**src/rtl/evg_event_scheduler.sv**
```systemverilog
// Event generator slot scheduler: one 16-bit {dbus, event code} word per cycle,
// arbitrating comma, seconds marker, seconds bits and user events.
module evg_event_scheduler #(
   parameter int unsigned SECONDS_WIDTH  = 32,
   parameter int unsigned COMMA_INTERVAL = 64
) (
   input  logic                     evgTxClk,
   input  logic                     evgTxReset,
   input  logic                     ppsIn,
   input  logic [SECONDS_WIDTH-1:0] secondsIn,
   input  logic                     usrValid,
   input  logic [7:0]               usrCode,
   output logic                     usrReady,
   input  logic [7:0]               dbusIn,
   output logic [15:0]              txWord,
   output logic [1:0]               txCharIsK,
   output logic                     secondsBusy,
   output logic                     shiftOverrun,
   output logic                     usrCodeError
);

   localparam int unsigned CntW = (COMMA_INTERVAL > 1) ? $clog2(COMMA_INTERVAL) : 1;
   localparam int unsigned IdxW = (SECONDS_WIDTH > 1) ? $clog2(SECONDS_WIDTH) : 1;
   localparam logic [CntW-1:0] CommaLast = CntW'(COMMA_INTERVAL - 1);
   localparam logic [IdxW-1:0] IdxTop    = IdxW'(SECONDS_WIDTH - 1);

   localparam logic [7:0] CodeIdle   = 8'h00;
   localparam logic [7:0] CodeBit0   = 8'h70;
   localparam logic [7:0] CodeBit1   = 8'h71;
   localparam logic [7:0] CodeMarker = 8'h7D;
   localparam logic [7:0] CodeComma  = 8'hBC;

   typedef enum logic [1:0] {StIdle, StMarker, StShift} state_e;

   state_e                   state_q, state_d;
   logic [CntW-1:0]          comma_cnt_q;
   logic [SECONDS_WIDTH-1:0] shift_q, shift_d;
   logic [IdxW-1:0]          idx_q, idx_d;
   logic [7:0]               code_d;
   logic [1:0]               k_d;

   logic comma_due;
   logic marker_due;
   logic grant_marker;
   logic grant_bit;
   logic usr_reserved;

   assign comma_due    = (comma_cnt_q == CommaLast);
   assign marker_due   = ppsIn | (state_q == StMarker);
   assign grant_marker = marker_due & ~comma_due;
   // A pps in SHIFT preempts the pending bit: the marker owns this slot.
   assign grant_bit    = (state_q == StShift) & ~ppsIn & ~comma_due;
   assign usrReady     = usrValid & ~evgTxReset & ~comma_due & (state_q == StIdle) & ~ppsIn;
   assign usr_reserved = (usrCode == CodeIdle) | (usrCode == CodeBit0) | (usrCode == CodeBit1) |
                         (usrCode == CodeMarker) | (usrCode == CodeComma);

   always_comb begin
      state_d = state_q;
      shift_d = shift_q;
      idx_d   = idx_q;
      code_d  = CodeIdle;
      k_d     = 2'b00;

      if (comma_due) begin
         code_d = CodeComma;
         k_d    = 2'b01;
      end else if (grant_marker) begin
         code_d = CodeMarker;
      end else if (grant_bit) begin
         code_d = shift_q[idx_q] ? CodeBit1 : CodeBit0;
      end else if (usrReady && !usr_reserved) begin
         code_d = usrCode;
      end

      if (ppsIn) begin
         shift_d = secondsIn;
         idx_d   = IdxTop;
         state_d = grant_marker ? StShift : StMarker;
      end else begin
         case (state_q)
            StMarker: begin
               if (grant_marker) begin
                  state_d = StShift;
                  idx_d   = IdxTop;
               end
            end
            StShift: begin
               if (grant_bit) begin
                  if (idx_q == '0) begin
                     state_d = StIdle;
                  end else begin
                     idx_d = idx_q - IdxW'(1);
                  end
               end
            end
            default: ;
         endcase
      end
   end

   always_ff @(posedge evgTxClk) begin
      if (evgTxReset) begin
         state_q      <= StIdle;
         comma_cnt_q  <= '0;
         shift_q      <= '0;
         idx_q        <= '0;
         txWord       <= 16'h0000;
         txCharIsK    <= 2'b00;
         secondsBusy  <= 1'b0;
         shiftOverrun <= 1'b0;
         usrCodeError <= 1'b0;
      end else begin
         state_q      <= state_d;
         comma_cnt_q  <= comma_due ? '0 : comma_cnt_q + CntW'(1);
         shift_q      <= shift_d;
         idx_q        <= idx_d;
         txWord       <= {dbusIn, code_d};
         txCharIsK    <= k_d;
         // Describes the slot being launched, so it lines up with txWord.
         secondsBusy  <= marker_due | (state_q == StShift);
         shiftOverrun <= ppsIn & (state_q == StShift);
         usrCodeError <= usrReady & usr_reserved;
      end
   end

endmodule

```
**config.mk**
```make
export PLATFORM = sky130hd
export DESIGN_NAME = evg_event_scheduler
export DESIGN_NICKNAME = d
export VERILOG_FILES = /design/src/rtl/evg_event_scheduler.sv
export SDC_FILE = /design/constraint.sdc
export NUM_CORES = 1
export LEC_CHECK = 0
export BUFFER_PORTS_ARGS = -buffer_cell sky130_fd_sc_hd__buf_4
export CAP_MARGIN = 20
export CELL_PAD_IN_SITES_DETAIL_PLACEMENT = 1
export CELL_PAD_IN_SITES_GLOBAL_PLACEMENT = 1
export CORE_ASPECT_RATIO = 1.4
export CORE_MARGIN = 2
export CORE_UTILIZATION = 35
export DETAILED_ROUTE_END_ITERATION = 12
export PLACE_DENSITY = 0.8
export SYNTH_ARGS = -nofsm -noshare
export SYNTH_HDL_FRONTEND = slang
export SYNTH_SLANG_ARGS = --single-unit
```
**constraint.sdc**
```tcl
create_clock -name evgTxClk -period 2.1 [get_ports evgTxClk]
set_input_delay 0.105 -clock evgTxClk [delete_from_list [all_inputs] [get_ports evgTxClk]]
set_output_delay 0.105 -clock evgTxClk [all_outputs]
set_load 0.03 [all_outputs]
```
# Word-level counts from Yosys, hierarchy flattened
# Cells that the tools add are included.
# totals
register_bits	66
word_cells	72
output_inout_bits	22
# op_classes
bitwise_logic	18
n_reduce_logical	10
mux	19
addsub	2
n_eq_ne	11
n_lt_le_gt_ge	1
# op_table
operator	n
8-bit two-way mux	4
8-bit by 7-bit equality test with 1-bit output, second input constant	3
5-bit two-way mux	4
3-bit inequality test, second input constant	4
2-bit two-way mux	5
5-bit one-hot mux with 2 select lines	1
1-bit AND	9
8-bit equality test, second input constant	1
8-bit zero test	1
4-bit AND reduction	2
6-bit by 1-bit adder with 6-bit output, second input constant	1
6-bit equality test, second input constant	1
5-bit by 6-bit less-than comparator with 1-bit output, second input constant	1
1-bit bitwise OR	6
1-bit binary-select mux with 5-bit select	1
5-bit zero test	1
5-bit by 1-bit subtractor with 5-bit output, second input constant	1
2-bit one-hot mux with 2 select lines	1
1-bit two-way mux	3
1-bit inverter	3
3-bit nonzero test	1
3-bit OR reduction	1
2-bit by 1-bit equality test with 1-bit output, second input constant	1
2-bit equality test, second input constant	1
4 further kinds	4

# Logic depth before layout (Yosys ltp)
# Gate-level depths: netlist of run 1.
# depth
depth_word	11
depth_mapped	8
mapped_depth_nobuf	7

# Worst setup path before layout of run 1
# Ideal clock, no wire load.
# synth_path
path_type	flip-flop to flip-flop
startpoint	register idx_q[1]
endpoint	register idx_q[4]
setup_slack_ns	0.478
required_ns	2.026
arrival_time_ns	1.547
period_less_slack_ns	1.622
stages_incl_launch_ff	9
path_cell_list	dfxtp_1 > buf_6 > inv_1 > ha_1 > nor4b_4 > o21bai_4 > a21oi_4 > or3_1 > a31oi_1
# synth_via
elab_chain_len	5
word_cells_on_any_way	8
cone_classes	add/sub: 1; eq/ne: 1; mux: 4; reduce/logical: 2
# synth_lines
element	line_no	source
from (decl)	38	logic [IdxW-1:0] idx_q, idx_d;
from (signal assigned)	116	idx_q <= idx_d;
5-bit by 1-bit subtractor with 5-bit output	92	idx_d = idx_q - IdxW'(1);
5-bit two-way mux	89	if (idx_q == '0) begin
5-bit two-way mux	88	if (grant_bit) begin
5-bit one-hot mux with 2 select lines	80	case (state_q)
5-bit two-way mux	75	if (ppsIn) begin
# Several ways; a longest one is shown, not always the timed one. The select of a mux whose other input is x is not followed.
# A chain may end at the register's enable or synchronous reset.

# Final worst setup path of run 1
# layout_path
startpoint	register idx_q[0]
endpoint	register txWord[0]
# layout_via
elab_chain_len	5
# layout_lines
element	line_no	source
1-bit binary-select mux with 5-bit select	70	code_d = shift_q[idx_q] ? CodeBit1 : CodeBit0;
1-bit two-way mux (implied by the code)	70	
1-bit two-way mux	70	
8-bit two-way mux	69	end else if (grant_bit) begin
8-bit two-way mux	67	end else if (grant_marker) begin
to (signal assigned)	117	txWord <= {dbusIn, code_d};
to (decl)	15	output logic [15:0] txWord,
# Every way passes these cells. The select of a mux whose other input is x is not followed.

==> metrics.md, run 1 <==
| Metric | Value |
|---|---|
| Status | completed |
| CTS sink count | between 60 and 70 |
| FMAX | 594.8 MHz |
| Vias in the first global route | between 2000 and 2500 |
| Ys async rst share | 0% |
| Slew Limit Headroom | between 50% and 60% |
| CP Max Fanout | 9 |
| DRC viols | 0 |
| Clock buffer count from CTS | 9 |
| Share of the synthesized area in the top cell type | 46.59% |
| Diode count | 0 |
| M1 wire length | 2736 microns |
| Initial DRC count | around 70 |
| Routed len/inst | roughly 15 microns |
| Detail Placement HPWL | around 5200 microns |
| Starting Density | a little over a third |
| Layout cells sized above 1 | between 20% and 30% |
| Cells after Synth | 270 |
| Distinct cells, synth | between 40 and 50 |
| Power Dens Cells | ~730 nW/um^2 |
| Worst R2R Path Depth | 6 |
| Top sig layer | met4 |
| Syn. warnings | 0 |
| Setup TNS | 0 ps |
| Clock skew | slightly above 8 ps |
| Cell taking the most area after synthesis | dfxtp_1 |
| Clk slew on worst S/H paths | roughly 70 ps |
| WS Path Type | flop to flop |
| RSZ-0062 raised after global routing | no |
| IO buf count | 72 |
| Max cap viols | 0 |
| Cell family with most CP delay | compound AO/OA/AOI/OAI gates |
| Slew Limit Fails | 0 |
| H-tree Lvls | 3 |
| DIE WIDTH | a little under 80 microns |
| R2R setup slack | 420 ps |
| Post-route ant nets | 0 |
| Synth Cell Area | about 2800 sq um |
| Antenna violations before repair | 0 |
| Critical-path cell list | buf_4 > mux4_2 > o22ai_1 > o31ai_2 > a21oi_1 > o32ai_1 |
| Final Hold Viols | 0 |
| CTS Hold Buffers Added | 20 |
| Global-route wire length before repair | ~12000 microns |
| Top FF cell, synth | dfxtp_1 |
| Worst R2R End | txWord[0]$_SDFF_PP0_ |
| Vias | 2331 |
| Routed WL | 7129 microns |
| Vias per cell | about 5 |
| RePlAce Congestion | roughly 0.76 |
| Critical path's slowest cell | mux4_2 |
| Synthesized Nets | roughly 330 |
| Required @ worst endpoint | about 2300 ps |
| HP Class | primary input to flop |
| Actual slew at the worst max-slew pin | ~630 ps |
| Area contributors post-synth | dfxtp_1 47%, mux2i_1 12%, nor2_1 5.9% |
| Cell Rows | 38 |
| Filler cell count | 876 |
| Fin crit period | roughly 1700 ps |
| Flops & latches, synth | 65 |
| Fin crit share | between 80% and 90% |
| Hold Startpoint | secondsIn[5] |
| Setup Viol. Count Final | 0 |
| Top-level I/O count | 74 |
| Hold Path Cell Cnt | 3 |
| Setup crit start kind | flop |
| Die height | around 110 microns |
| Peak VDD IR | between 400 and 500 uV |
| CP Capture Type | flop |
| DR WL met2 | around 3900 microns |
| Post-CTS setup buffer count | 0 |
| Crit path DAT | roughly 1900 ps |
| CTS tree | yes |
| Area growth syn-to-layout | 34.77% |
| Synth cell count leaders | 65 x dfxtp_1, 44 x nor2_1, 34 x mux2i_1, 14 x nand2_1, 10 x nor2b_1 |
| Top-count cell post-synth | dfxtp_1 |
| Leak | between 1.5 and 2 nW |
| R2R Path Start | idx_q[0]$_SDFFE_PP0P_ |
| Avg Cell Area, Syn | slightly above 10 sq um |
| Clk Latency, worst-skew pair | around 340 ps |
| Die Area | just under 9000 sq um |
| Router iterations before antenna repair | 4 |
| Endpoint, Worst Hold | shift_q[5]$_SDFFE_PP0P_ |
| Final net count | 416 |
| Routed met3 length | approximately 370 microns |
| Slowest stage delay, CP | 510 ps |
| PostCTS Resize Cnt | 0 |
| Buffers and inverters on the worst path | 1 |
| Total GRT Usage | 17.31% |
| Clk buf depth | 2 |
| Worst hold slack | 5.060 ps |
| Global route overflow | 0 |
| Post-synth EDFFs | 0 |
| Largest net degree at the start of global routing | 30 |
| Placeable Area | ~7700 sq um |
| Post-synthesis sequential area ratio | a little under half |
| Clk root buf | clkbuf_8 |
cells in the final DEF, fill, tap and decap left out, types with 2 or more instances in the layout:
cell,n
buf_4,77
dfxtp_1,65
nor2_1,44
mux2i_1,34
dlygate4sd3_1,20
nand2_1,14
nor2b_1,10
clkbuf_8,10
a31oi_1,9
inv_1,6
nor3_1,5
and3_1,5
o21ai_0,5
nand3_1,4
or3_1,4
a211oi_1,4
mux4_1,4
clkinvlp_4,4
a21oi_1,3
nand2b_1,3
xnor2_1,3
ha_1,3
o211ai_1,2
o22ai_1,2
a21oi_4,2
mux4_2,2
where the power goes:
group | switching (W) | internal [W] | leakage, nW
registers | 0.0000500 | 0.00130 | 0.538
logic | 0.000215 | 0.000231 | 1.05
clock network | 0.000503 | 0.000459 | 0.0805
worst max path at each step:
| stage | cells after the start | end | start |
|---|---|---|---|
| floorplan | 8 | idx_q[4]$_SDFFE_PP0P_ | idx_q[1]$_SDFFE_PP0P_ |
| global placement | 6 | txWord[0]$_SDFF_PP0_ | idx_q[0]$_SDFFE_PP0P_ |
| detailed placement | 6 | txWord[0]$_SDFF_PP0_ | idx_q[0]$_SDFFE_PP0P_ |
| CTS | 5 | idx_q[0]$_SDFFE_PP0P_ | idx_q[2]$_SDFFE_PP0P_ |
| global route | 4 | usrReady | state_q[0]$_SDFFE_PP0P_ |
| finish | 6 | txWord[0]$_SDFF_PP0_ | idx_q[0]$_SDFFE_PP0P_ |
layout make-up:
cell class                      count  area, sq um  share of cell area (%)
Clock buffer                       10        137.6                   3.657
Sequential cell                    65         1301                   34.57
Clock inverter                      6        43.79                   1.164
Tap cell                          100        125.1                   3.324
Inverter                            6        22.52                  0.5984
Timing Repair Buffer               97        778.2                   20.68
Multi-Input combinational cell    182         1355                   36.00
kinds of logic (layout without fill, tap and decap cells):
family / Yosys count / after routing / synth area share (%)
and+or+nand+nor: 97 / 97 / 17.16
DFF: 65 / 65 / 46.60
muxes: 41 / 41 / 17.97
AOI/OAI and AO/OA: 36 / 36 / 10.66
buffers and inverters: 23 / 119 / 4.883
xor gates and xnor gates: 4 / 4 / 1.255
adders and majority gates: 3 / 3 / 1.344
other: 1 / 1 / 0.1343
registers in the layout (all words and copies together) (netlist names):
name          cells
txCharIsK         1
shiftOverrun      1
txWord           16
comma_cnt_q       6
state_q           2
idx_q             5
shift_q          32
usrCodeError      1
secondsBusy       1
metrics by stage:
step / setup WS (ps) / utilization (%) / instance area, sq um / std cells / power, W
after floorplan: 478.4 / - / 2793 / 270 / 0.001636
after global placement: 482.1 / 43.64 / 3382 / 430 / 0.001781
after detailed placement: 416.7 / 43.64 / 3382 / 430 / 0.001801
after CTS: 383.7 / 48.56 / 3764 / 466 / 0.002796
after global routing: 231.6 / 48.56 / 3764 / 466 / 0.002905
final: 418.9 / 48.56 / 3764 / 466 / 0.002761
routing by layer:
metal / vias up / GRT usage, %
met5: - / 0
met4: 0 / 5.419
met3: 11 / 5.090
met2: 64 / 32.83
met1: 1124 / 18.06
li1: 1132 / -
worst reg2reg max path: stages, from the launching register on:
cell     delay, ps
dfxtp_1        330
buf_4          180
mux4_2         510
o22ai_1        190
o31ai_2         70
a21oi_1        170
o32ai_1        110
Power figures use the tool's default switching activity.
==> run 2, diff against run 1 <==
==> constraint.sdc (replaced) <==
create_clock -name evgTxClk -period 1.6 [get_ports evgTxClk]
set_input_delay 0.08 -clock evgTxClk [delete_from_list [all_inputs] [get_ports evgTxClk]]
set_output_delay 0.08 -clock evgTxClk [all_outputs]
set_load 0.03 [all_outputs]
==> metrics.md, run 2 (synthesized netlist as in run 1, its figures left out) <==
| Metric | Value |
|---|---|
| Reg with most FFs | shift_q |
| Slew Limit Headroom | roughly 66% |
| Clock buffer count from CTS | 9 |
| Post-route ant nets | 0 |
| Status | completed |
| Max FFs per register | 32 |
| Setup WS post-layout | 11.91 ps |
| Setup Viol. Count Final | 0 |
| Post-route cell area | between 4000 and 5000 sq um |
| CTS tree | yes |
| Clk Latency, worst-skew pair | around 350 ps |
| CTS sink count | 65 |
| Clk buf depth | 2 |
| Global-route wire length before repair | roughly 13000 microns |
| Clk root buf | clkbuf_8 |
| Fin crit share | around 99% |
| Area growth syn-to-layout | 56.36% |
| Router iterations before antenna repair | 4 |
| DIE WIDTH | around 80 microns |
| M2 GR Usage | a little under two fifths |
| IO buf count | 72 |
| Diode count | 0 |
| Layout cells sized above 1 | a little over a third |
| Starting Density | 36.03% |
| Placeable Area | about 7700 sq um |
| Filler cell count | between 800 and 900 |
| Post-Place Cell Area | about 3500 sq um |
| Routed len/inst | 15.57 microns |
| Die Area | 8720 sq um |
| Top flop regs | shift_q (32), txWord (16), comma_cnt_q (6) |
| HP Class | primary input to flop |
| Area occupied by multi-input gates | approximately 1500 sq um |
| Die height | roughly 110 microns |
| GR met3 Demand/Resource | between 3 and 4% |
| Cell Rows | 38 |
| Antenna violations before repair | 0 |
| Final net count | between 400 and 500 |
| Met1 Use GR | approximately 19% |
| WS Path Type | flop to flop |
| FMAX | around 630 MHz |
| Commonest non-fill, non-tap cell in the layout | buf_4 |
| Required @ worst endpoint | between 1500 and 2000 ps |
| H-tree Lvls | 3 |
| Detail Placement HPWL | around 5300 microns |
| Slew Limit Fails | 0 |
| Largest net degree at the start of global routing | 47 |
| Vias in the first global route | about 2800 |
| Pre-CTS setup slack | -131.2 ps |
| Power Dens Cells | between 800 and 900 nW/um^2 |
| Worst hold slack | between 8 and 9 ps |
| Clock skew | roughly 14 ps |
| Clk slew on worst S/H paths | around 70 ps |
| RePlAce Congestion | 0.7472 |
| CP Capture Type | flop |
| Top-level I/O count | 74 |
| Register area | approximately 1300 sq um |
| Fin crit period | 1588 ps |
| R2R setup slack | ~12 ps |
| Grt peak-use layer | met2 |
| Commonest cells after routing, fill and taps aside | 96 x buf_4, 58 x dfxtp_1, 46 x dlygate4sd3_1, 43 x nor2_1, 34 x mux2i_1 |
| Leak | 1.948 nW |
| Initial DRC count | 72 |
| Final Hold Viols | 0 |
| Global route overflow | 0 |
| Crit path DAT | roughly 1800 ps |
| CP Max Fanout | 4 |
| Vias | between 2000 and 3000 |
| DRC viols | 0 |
| Setup crit start kind | flop |
| Routed WL | approximately 8000 microns |
| Peak VDD IR | about 770 uV |
| Vias per cell | just under 5 |
| Max cap viols | 0 |
| RSZ-0062 raised after global routing | yes |
| Actual slew at the worst max-slew pin | 509.9 ps |
| Total GRT Usage | 19.45% |
run 2: critical path: stages (launching register included):
cell and delay (ps):
dfxtp_4 380, buf_4 140, mux4_1 540, nand2_1 80
nand2_1 70, a21oi_2 170, o32ai_1 110
run 2: through the flow:
step	power [W]	std cells	utilization, %	setup TNS [ps]
6_report	0.003919	515	56.34	0
5_1_grt	0.004097	515	56.34	-349.8
4_1_cts	0.003917	512	54.88	-13.82
3_5_place_dp	0.002400	447	45.29	-357.8
3_3_place_gp	0.002376	447	45.29	-41.40
2_1_floorplan	0.002149	270	-	0
run 2: final cells by class:
type                    instances  area share (%)
multi-input cells             183           33.95
flip-flops and latches         65           30.06
repair buffers                146           28.08
clock buffers                  12           3.553
well taps                     100           2.865
clock inverters                 3          0.9169
inverters                       6          0.5731
run 2: metal layers:
layer / vias to the layer above / part of all wire, %
met4: 0 / 2.9
met1: 1210 / 38
met2: 57 / 56
met3: 15 / 3.1
met5: - / 0
li1: 1227 / -
run 2: worst paths after layout:
| kind | startpoint | endpoint | cells past startpoint |
|---|---|---|---|
| worst max-delay path | idx_q[0]$_SDFFE_PP0P_ | txWord[0]$_SDFF_PP0_ | 6 |
| worst max register to register | idx_q[0]$_SDFFE_PP0P_ | txWord[0]$_SDFF_PP0_ | 6 |
| worst min-delay path | secondsIn[24] | shift_q[24]$_SDFFE_PP0P_ | 3 |
| worst min register to register | shift_q[14]$_SDFFE_PP0P_ | shift_q[14]$_SDFFE_PP0P_ | 2 |
run 2: power breakdown:
part           total [W]  internal (W)  switching (W)
clock network    0.00140      0.000791       0.000612
registers        0.00177       0.00171      0.0000598
logic           0.000743      0.000406       0.000337
run 2: what timing repair did:
| item | 4_1_cts | 5_1_grt |
|---|---|---|
| hold buffers | 46 | 0 |
| setup buffers | 3 | 3 |
| hold endpoints to repair | 43 | 0 |
| pin swaps | 10 | 14 |
| cloned | 1 | 0 |
| endpoints found under the setup margin | 9 | 13 |
| gates resized for setup | 11 | 24 |
